--- config.mk ---
export PLATFORM = sky130hd
export DESIGN_NAME = wb_stage_flat
export DESIGN_NICKNAME = d
export VERILOG_FILES = /design/src/rtl/wb_stage_pkg.sv /design/src/rtl/wb_stage_if.sv /design/src/rtl/wb_stage_squash_ctrl.sv /design/src/rtl/wb_stage.sv /design/src/flat_wrapper.sv
export SDC_FILE = /design/constraint.sdc
export NUM_CORES = 1
export LEC_CHECK = 0
export BUFFER_PORTS_ARGS = -buffer_cell sky130_fd_sc_hd__buf_2
export CORE_AREA = 3 3 159 161
export DETAILED_ROUTE_END_ITERATION = 7
export DIE_AREA = 0 0 162 164
export GPL_TIMING_DRIVEN = 1
export SYNTH_ARGS = -nofsm -noshare
export SYNTH_HDL_FRONTEND = slang
export SYNTH_SLANG_ARGS = --single-unit
--- constraint.sdc ---
create_clock -name clk -period 4.5 [get_ports clk]
set_input_delay 0.45 -clock clk [delete_from_list [all_inputs] [get_ports clk]]
set_output_delay 0.45 -clock clk [all_outputs]
set_load 0.02 [all_outputs]
--- src/rtl/wb_stage_pkg.sv ---
// Shared definitions for the write-back stage: result-select encodings,
// the link register index and the squash FSM state encoding.
package wb_stage_pkg;

    typedef enum logic [1:0] {
        SEL_ALU_LO = 2'b00,
        SEL_LO     = 2'b01,
        SEL_HI     = 2'b10,
        SEL_SHIFT  = 2'b11
    } super_sel_e;

    localparam logic [4:0] REG_RA = 5'd31;

    typedef enum logic {
        SQ_IDLE   = 1'b0,
        SQ_SQUASH = 1'b1
    } sq_state_e;

endpackage

--- src/rtl/wb_stage_if.sv ---
// Write-back stage bundle: instruction inputs from the pipeline plus the
// register-file, HI/LO, redirect and retire outputs.
interface wb_stage_if;
    logic        validW;
    logic        multu_enW;
    logic        jr_selW;
    logic        dm2regW;
    logic        jumpW;
    logic        jal_selW;
    logic        we_regW;
    logic [1:0]  super_selW;
    logic [31:0] pc_plus_4W;
    logic [31:0] alu_paW;
    logic [31:0] rd_dmW;
    logic [31:0] shiftyW;
    logic [31:0] jtaW;
    logic [63:0] alu_outW;
    logic [4:0]  rf_waW;

    logic        rf_we;
    logic [4:0]  rf_wa;
    logic [31:0] rf_wd;
    logic [31:0] hi_q;
    logic [31:0] lo_q;
    logic        redirect;
    logic [31:0] redirect_pc;
    logic        squashing;
    logic [31:0] retire_cnt;

    modport master (
        output validW, multu_enW, jr_selW, dm2regW, jumpW, jal_selW, we_regW,
               super_selW, pc_plus_4W, alu_paW, rd_dmW, shiftyW, jtaW,
               alu_outW, rf_waW,
        input  rf_we, rf_wa, rf_wd, hi_q, lo_q, redirect, redirect_pc,
               squashing, retire_cnt
    );

    modport slave (
        input  validW, multu_enW, jr_selW, dm2regW, jumpW, jal_selW, we_regW,
               super_selW, pc_plus_4W, alu_paW, rd_dmW, shiftyW, jtaW,
               alu_outW, rf_waW,
        output rf_we, rf_wa, rf_wd, hi_q, lo_q, redirect, redirect_pc,
               squashing, retire_cnt
    );
endinterface

--- src/rtl/wb_stage_squash_ctrl.sv ---
// Squash window controller: after a trigger, holds active for SQUASH_DEPTH
// cycles; triggers arriving inside the window are ignored.
//   state     | meaning
//   SQ_IDLE   | no squash window, trigger accepted
//   SQ_SQUASH | window open, cnt_q counts remaining cycles down to 0
module squash_ctrl
    import wb_stage_pkg::*;
#(
    parameter int SQUASH_DEPTH = 4
) (
    input  logic clk,
    input  logic rst,
    input  logic trigger,
    output logic active
);

    localparam logic [3:0] DEPTH = 4'(SQUASH_DEPTH);

    sq_state_e  state_q, state_d;
    logic [3:0] cnt_q, cnt_d;

    always_ff @(posedge clk or posedge rst) begin
        if (rst) begin
            state_q <= SQ_IDLE;
            cnt_q   <= 4'd0;
        end else begin
            state_q <= state_d;
            cnt_q   <= cnt_d;
        end
    end

    always_comb begin
        state_d = state_q;
        cnt_d   = cnt_q;
        unique case (state_q)
            SQ_IDLE: begin
                if (trigger) begin
                    state_d = SQ_SQUASH;
                    cnt_d   = DEPTH;
                end
            end
            SQ_SQUASH: begin
                cnt_d = cnt_q - 4'd1;
                if (cnt_q == 4'd1) begin
                    state_d = SQ_IDLE;
                end
            end
            default: begin
                state_d = SQ_IDLE;
                cnt_d   = 4'd0;
            end
        endcase
    end

    assign active = (state_q == SQ_SQUASH);

endmodule

--- src/rtl/wb_stage.sv ---
// Write-back stage: register-file write mux, HI/LO registers, jump redirect
// with post-redirect squash window, and committed-instruction counter.
module wb_stage
    import wb_stage_pkg::*;
#(
    parameter int SQUASH_DEPTH = 4
) (
    input logic      clk,
    input logic      rst,
    wb_stage_if.slave wb
);

    logic        squashing;
    logic        ev;
    logic        redirect;
    logic [31:0] hi_val_q, hi_val_d;
    logic [31:0] lo_val_q, lo_val_d;
    logic [31:0] retire_q, retire_d;
    logic [31:0] rf_wd;

    // rst is folded in so the combinational outputs stay low during reset
    assign ev       = wb.validW & ~squashing & ~rst;
    assign redirect = ev & (wb.jumpW | wb.jr_selW);

    squash_ctrl #(
        .SQUASH_DEPTH(SQUASH_DEPTH)
    ) u_squash (
        .clk    (clk),
        .rst    (rst),
        .trigger(redirect),
        .active (squashing)
    );

    always_comb begin
        rf_wd = wb.alu_outW[31:0];
        if (wb.jal_selW) begin
            rf_wd = wb.pc_plus_4W;
        end else if (wb.dm2regW) begin
            rf_wd = wb.rd_dmW;
        end else begin
            unique case (super_sel_e'(wb.super_selW))
                SEL_ALU_LO: rf_wd = wb.alu_outW[31:0];
                SEL_LO:     rf_wd = lo_val_q;
                SEL_HI:     rf_wd = hi_val_q;
                SEL_SHIFT:  rf_wd = wb.shiftyW;
                default:    rf_wd = wb.alu_outW[31:0];
            endcase
        end
    end

    always_comb begin
        hi_val_d = hi_val_q;
        lo_val_d = lo_val_q;
        retire_d = retire_q;
        if (ev && wb.multu_enW) begin
            hi_val_d = wb.alu_outW[63:32];
            lo_val_d = wb.alu_outW[31:0];
        end
        if (ev) begin
            retire_d = retire_q + 32'd1;
        end
    end

    always_ff @(posedge clk or posedge rst) begin
        if (rst) begin
            hi_val_q <= 32'd0;
            lo_val_q <= 32'd0;
            retire_q <= 32'd0;
        end else begin
            hi_val_q <= hi_val_d;
            lo_val_q <= lo_val_d;
            retire_q <= retire_d;
        end
    end

    assign wb.rf_wd       = rf_wd;
    assign wb.rf_wa       = wb.jal_selW ? REG_RA : wb.rf_waW;
    assign wb.rf_we       = ev & (wb.we_regW | wb.jal_selW);
    assign wb.hi_q        = hi_val_q;
    assign wb.lo_q        = lo_val_q;
    assign wb.redirect    = redirect;
    assign wb.redirect_pc = wb.jr_selW ? wb.alu_paW : wb.jtaW;
    assign wb.squashing   = squashing;
    assign wb.retire_cnt  = retire_q;

endmodule
--- src/flat_wrapper.sv ---
// flat-port wrapper written by rule: the top's interface ports become plain ports
module wb_stage_flat import wb_stage_pkg::*;
#(
    parameter int SQUASH_DEPTH = 4
)
  (clk, rst, wb_validW, wb_multu_enW, wb_jr_selW, wb_dm2regW, wb_jumpW, wb_jal_selW, wb_we_regW, wb_super_selW, wb_pc_plus_4W, wb_alu_paW, wb_rd_dmW, wb_shiftyW, wb_jtaW, wb_alu_outW, wb_rf_waW, wb_rf_we, wb_rf_wa, wb_rf_wd, wb_hi_q, wb_lo_q, wb_redirect, wb_redirect_pc, wb_squashing, wb_retire_cnt);
  wb_stage_if wb_i ();
  input logic clk;
  input logic rst;
  input wire logic [$bits(wb_i.validW)-1:0] wb_validW;
  input wire logic [$bits(wb_i.multu_enW)-1:0] wb_multu_enW;
  input wire logic [$bits(wb_i.jr_selW)-1:0] wb_jr_selW;
  input wire logic [$bits(wb_i.dm2regW)-1:0] wb_dm2regW;
  input wire logic [$bits(wb_i.jumpW)-1:0] wb_jumpW;
  input wire logic [$bits(wb_i.jal_selW)-1:0] wb_jal_selW;
  input wire logic [$bits(wb_i.we_regW)-1:0] wb_we_regW;
  input wire logic [$bits(wb_i.super_selW)-1:0] wb_super_selW;
  input wire logic [$bits(wb_i.pc_plus_4W)-1:0] wb_pc_plus_4W;
  input wire logic [$bits(wb_i.alu_paW)-1:0] wb_alu_paW;
  input wire logic [$bits(wb_i.rd_dmW)-1:0] wb_rd_dmW;
  input wire logic [$bits(wb_i.shiftyW)-1:0] wb_shiftyW;
  input wire logic [$bits(wb_i.jtaW)-1:0] wb_jtaW;
  input wire logic [$bits(wb_i.alu_outW)-1:0] wb_alu_outW;
  input wire logic [$bits(wb_i.rf_waW)-1:0] wb_rf_waW;
  output wire logic [$bits(wb_i.rf_we)-1:0] wb_rf_we;
  output wire logic [$bits(wb_i.rf_wa)-1:0] wb_rf_wa;
  output wire logic [$bits(wb_i.rf_wd)-1:0] wb_rf_wd;
  output wire logic [$bits(wb_i.hi_q)-1:0] wb_hi_q;
  output wire logic [$bits(wb_i.lo_q)-1:0] wb_lo_q;
  output wire logic [$bits(wb_i.redirect)-1:0] wb_redirect;
  output wire logic [$bits(wb_i.redirect_pc)-1:0] wb_redirect_pc;
  output wire logic [$bits(wb_i.squashing)-1:0] wb_squashing;
  output wire logic [$bits(wb_i.retire_cnt)-1:0] wb_retire_cnt;
  assign wb_i.validW = wb_validW;
  assign wb_i.multu_enW = wb_multu_enW;
  assign wb_i.jr_selW = wb_jr_selW;
  assign wb_i.dm2regW = wb_dm2regW;
  assign wb_i.jumpW = wb_jumpW;
  assign wb_i.jal_selW = wb_jal_selW;
  assign wb_i.we_regW = wb_we_regW;
  assign wb_i.super_selW = wb_super_selW;
  assign wb_i.pc_plus_4W = wb_pc_plus_4W;
  assign wb_i.alu_paW = wb_alu_paW;
  assign wb_i.rd_dmW = wb_rd_dmW;
  assign wb_i.shiftyW = wb_shiftyW;
  assign wb_i.jtaW = wb_jtaW;
  assign wb_i.alu_outW = wb_alu_outW;
  assign wb_i.rf_waW = wb_rf_waW;
  assign wb_rf_we = wb_i.rf_we;
  assign wb_rf_wa = wb_i.rf_wa;
  assign wb_rf_wd = wb_i.rf_wd;
  assign wb_hi_q = wb_i.hi_q;
  assign wb_lo_q = wb_i.lo_q;
  assign wb_redirect = wb_i.redirect;
  assign wb_redirect_pc = wb_i.redirect_pc;
  assign wb_squashing = wb_i.squashing;
  assign wb_retire_cnt = wb_i.retire_cnt;
  wb_stage #(.SQUASH_DEPTH(SQUASH_DEPTH)) u_core (.clk(clk), .rst(rst), .wb(wb_i));
endmodule
# Word level (Yosys, flattened, before mapping)
# Index checks and enable logic that the tools add are counted.
classes:
  add_sub_neg: 2
  n_eq_ne: 5
  mux: 10
  bitwise_logic: 8
  reduce_logical: 2
ops:
  columns: ["op", "n"]
  rows:
  - ["32-bit case mux with 4 select lines", 1]
  - ["32-bit two-way mux", 3]
  - ["32-bit by 1-bit adder with 32-bit output (second input constant)", 1]
  - ["4-bit case mux with 2 select lines", 1]
  - ["5-bit two-way mux", 1]
  - ["1-bit AND", 4]
  - ["2-bit == test (second input constant)", 2]
  - ["4-bit by 1-bit == test with 1-bit output (second input constant)", 1]
  - ["4-bit two-way mux", 1]
  - ["4-bit by 1-bit subtractor with 4-bit output (second input constant)", 1]
  - ["2-bit by 1-bit == test with 1-bit output (second input constant)", 1]
  - ["2-bit zero test", 1]
  - ["1-bit two-way mux", 2]
  - ["2-bit inequality test (second input constant)", 1]
  - ["1-bit inverter", 2]
  - ["1-bit bitwise OR", 2]
  - ["1-bit case mux with 2 select lines", 1]
  - ["1-bit logical AND", 1]
totals:
  ff_bits: 101
  input_bits: 240
  elab_cells: 32

# Longest topological paths before layout
logic_depth:
  depth_word: 6
  depth_mapped: 6

# Hierarchy
# A second synthesis with hierarchy kept.
hier_totals:
  hier_cells: 448
  hier_area_um2: 6099.6
modules_own_cells:
  columns: ["mod", "instances", "cells_per_inst", "area_each_um2"]
  rows:
  - ["wb_stage", 1, 423, 5818.1]
  - ["squash_ctrl", 1, 25, 281.5]

# Least setup slack after synthesis
# No wires, ideal clock.
synth_path:
  kind: "input to output"
  from: "in wb_super_selW[0]"
  to: "out wb_rf_wd[10]"
  arrival_ns: 1.777
  required_ns: 4.050
  setup_slack_ns: 2.273
  cell_stages: 5
  path_buffers: 2
  cell_sequence: "buf_6 -> buf_6 -> mux4_2 -> mux2_2 -> mux2_2"
synth_via:
  elab_chain_len: 4
  word_cells_on_any_way: 7
  classes_between: "3 x eq/ne; 3 x mux; 1 x reduce/logical"
synth_rtl:
  columns: ["element", "line_no", "text"]
  rows:
  - ["start: declaration", "flat_wrapper.sv:17", "input wire logic [$bits(wb_i.super_selW)-1:0] wb_super_selW;"]
  - ["2-bit == test (tied with other cells)", "wb_stage.sv:41", "unique case (super_sel_e'(wb.super_selW))"]
  - ["32-bit case mux with 4 select lines *", "wb_stage.sv:41", null]
  - ["32-bit two-way mux *", "wb_stage.sv:38", "end else if (wb.dm2regW) begin"]
  - ["32-bit two-way mux *", "wb_stage.sv:36", "if (wb.jal_selW) begin"]
  - ["end: declaration", "flat_wrapper.sv:27", "output wire logic [$bits(wb_i.rf_wd)-1:0] wb_rf_wd;"]
# Mark *: on every way between the ends. The rest lies on a longest branch, timed or not.

# Final worst setup path
layout_path:
  from: "in wb_super_selW[1]"
  to: "out wb_rf_wd[1]"
# The elaborated chain is that of the path after synthesis.

==> impl_metrics.json <==
{
  "outcome": "finished, final reports clean",
  "wl_met3_um": 1510,
  "synthesis.area_sq_um": 6080,
  "dp_cells": 1148,
  "route.detailed.drc": 0,
  "core_area_sq_um": 24100,
  "antenna_cells": 0,
  "p_sw_mw": 1.60,
  "clkLatencyLatePin_ns": 0.34,
  "die_area_sq_um": 26600,
  "cts_setup_buffers": 0,
  "end_kind": "output pin",
  "criticalPathCategory": "in2out",
  "cts_max_level": 3,
  "p_seq_share_pct": 36.9,
  "r2r_cells": 3,
  "io_pins": 408,
  "crit_end": "wb_rf_wd[1]",
  "wl_um": 19800,
  "tritoncts": "yes",
  "reg2reg_from": "u_core.u_squash.active",
  "finalNonFillerCells": 1164,
  "critPathRequiredTime_ns": 4.05,
  "power_density_nw_per_um2": 478,
  "p_leak_nw": 4.23,
  "synth_top_cell_area_share_pct": 41.5,
  "critPathMostFrequentCell": "buf_2",
  "drive_above_1_share_pct": 74.0,
  "die_h_um": 164,
  "cp_top_family": "multiplexers",
  "clock.fmax_mhz": 343,
  "maxCapViolations": 0,
  "grt_max_degree": 65,
  "avgRoutedWirePerCell_um": 17.0,
  "avgSynthCellArea_sq_um": 13.7,
  "synth_nets": 688,
  "hpwlAfterDp_um": 15800,
  "port_buffers": 407,
  "initial_core_util_pct": 25.2,
  "antenna_left": 0,
  "syn2layout_area_growth_pct": 42.2,
  "worstSetupStartpoint": "wb_super_selW[1]",
  "hold_class": "in2async",
  "overflow": 0,
  "antenna_found_initial": 3,
  "fin_util_pct": 35.9,
  "cts-resized-gates": 0,
  "drv_slew": 0,
  "fin_crit_sh_pct": 64.7,
  "worstPathArrival_ns": 2.46,
  "via_count": 5242,
  "tns_ns": 0,
  "dr.max_layer_used": "met5",
  "grt_pass1_vias": 5350,
  "yosysSeqAreaShare_pct": 41.5,
  "ir_worst_vdd_v": 0.000183,
  "worstPathCellList": "buf_2 -> mux4_2 -> mux2_1 -> mux2_2 -> buf_2",
  "yosys.area.top_type": "dfrtp_1",
  "tightest_slew_ns": 0.916,
  "ys_warn_count": 0,
  "p_int_mw": 2.54,
  "fillers": 2458,
  "synth.distinct_cells": 31,
  "cts-root-buf": "clkbuf_16",
  "clk_pin_slew_ns": 0.07,
  "r2r_setup_slack_ns": 2.17,
  "pwr-share-comb_pct": 43.7,
  "die_w_um": 162,
  "hold_viol": 0,
  "wl_met2_um": 9970,
  "max_stage_delay_ns": 0.67,
  "ys_seq_elements": 101,
  "drt-met1-wl_um": 8080,
  "layout.nets": 1078,
  "holdBufCountCts": 0,
  "path_max_fanout": 32,
  "cts_num_sinks": 101,
  "rows": 57,
  "finClkSkew_ns": 0.00737,
  "pwr-share-clk_pct": 19.4,
  "p_sw_share_pct": 38.6,
  "period_minus_slack_ns": 2.91,
  "reg2reg_to": "u_core.wb.lo_q[3]",
  "slowest_stage": "buf_2",
  "path_depth": 5,
  "syn_inst": 445,
  "clockBufferDepth": 2,
  "drtIter0Drc": 147,
  "crit_buf_inv": 2,
  "dr.pass1.iters": 5,
  "cts-buffers-inserted": 9,
  "vias_per_cell": 4.50,
  "slew_headroom_pct": 38.5,
  "yosys-top-cells-area": "dfrtp_1 (42%), mux2_2 (29%), mux4_2 (11%)",
  "grt_pass1_wl_um": 29800,
  "worstSetupStartpointType": "input pin",
  "gp_congestion": 0.806,
  "rsz0062_at_grt": "no",
  "setup_viol_count_final": 0,
  "grt_usage_pct": 14.2
}
==> per-stage QoR <==
| stage | power (mW) | hold slack, ns | worst slack, ns | cell area, sq um |
|---|---|---|---|---|
| final | 4.13 | 0.287 | 1.59 | 8650 |
| after global routing | 4.41 | 0.312 | 1.45 | 8650 |
| after global placement | 3.35 | 0.461 | 1.58 | 8350 |
| after detailed placement | 3.38 | 0.478 | 1.56 | 8350 |
| after CTS | 4.21 | 0.311 | 1.56 | 8650 |
| after floorplan | 2.67 | 0.498 | 1.40 | 6080 |
==> cell usage in the layout (no fill, tap or decap), drive strengths merged <==
cell type and instances:
buf 409, mux2 161, dfrtp 101, mux4 32, xnor2 28, nand2 17
nand4 17, clkbuf 11, nand3 10, nor2 7, inv 6, or2 5
xor2 5, and3 4, and4 4, and2 4, ha 3, clkinv 3
o21ai 2, nor3 2, mux2i 2, nor4 2, nor3b 1, o21a 1
nand4bb 1, bufinv 1, clkinvlp 1
==> area by class of cell <==
cell class | count | area, sq um | share of cell area, %
Clock buffer | 11 | 243 | 2.81
Clock inverter | 5 | 60.1 | 0.694
Inverter | 6 | 25.0 | 0.289
Multi-Input combinational cell | 308 | 3340 | 38.6
Sequential cell | 101 | 2530 | 29.2
Tap cell | 324 | 405 | 4.68
Timing Repair Buffer | 409 | 2050 | 23.7
==> power groups by stage <==
stage | Clock, mW | Sequential [mW] | Combinational, mW
floorplan | 0 | 1.86 | 0.815
global placement | 0 | 1.54 | 1.81
detailed placement | 0 | 1.55 | 1.83
CTS | 0.843 | 1.54 | 1.83
global route | 0.877 | 1.59 | 1.95
finish | 0.800 | 1.53 | 1.81
==> sequential cells by signal, summed over array words and instances, names as in the netlist <==
signal                  cells
u_core.wb.lo_q             32
u_core.wb.hi_q             32
u_core.u_squash.active      1
u_core.u_squash.cnt_q       4
u_core.wb.retire_cnt       32
==> synth_stat cells, drive strengths merged <==
master and number:
and2 4, o21ai 2, nand2 17, ha 3, nor3 2, o21a 1
nand4 17, nor3b 1, clkbuf 11, and4 4, and3 4, mux4 32
mux2 161, mux2i 2, buf 19, nor4 2, or2 5, nand3 10
dfrtp 101, xor2 5, nand4bb 1, nor2 7, inv 6, xnor2 28
==> worst min-delay path by stage <==
| stage | endpoint | slack [ns] | cells past startpoint |
|---|---|---|---|
| floorplan | u_core.u_squash.cnt_q[0] | 0.50 | 1 |
| global placement | u_core.wb.retire_cnt[31] | 0.46 | 1 |
| detailed placement | u_core.wb.retire_cnt[31] | 0.48 | 1 |
| CTS | u_core.wb.retire_cnt[18] | 0.31 | 2 |
| global route | u_core.wb.hi_q[23] | 0.31 | 2 |
| finish | u_core.wb.retire_cnt[18] | 0.29 | 2 |
==> cell families after synthesis <==
kind of cell             after synthesis  share of synthesized area (%)
buffers and inverters                 36                           3.60
multiplexers                         195                           42.0
AO/OA/AOI/OAI                          3                          0.288
XOR/XNOR                              33                           4.75
AND/OR/NAND/NOR                       74                           7.18
adder cells (fa/ha/maj)                3                          0.617
flip-flops                           101                           41.5
==> per-layer routing <==
metal | vias up | global-route usage [%]
met5 | - | 0
met4 | 6 | 3.22
met3 | 23 | 4.19
met2 | 236 | 24.7
met1 | 2533 | 17.4
li1 | 2444 | -
Note: power is estimated with default switching activity, not from simulation.
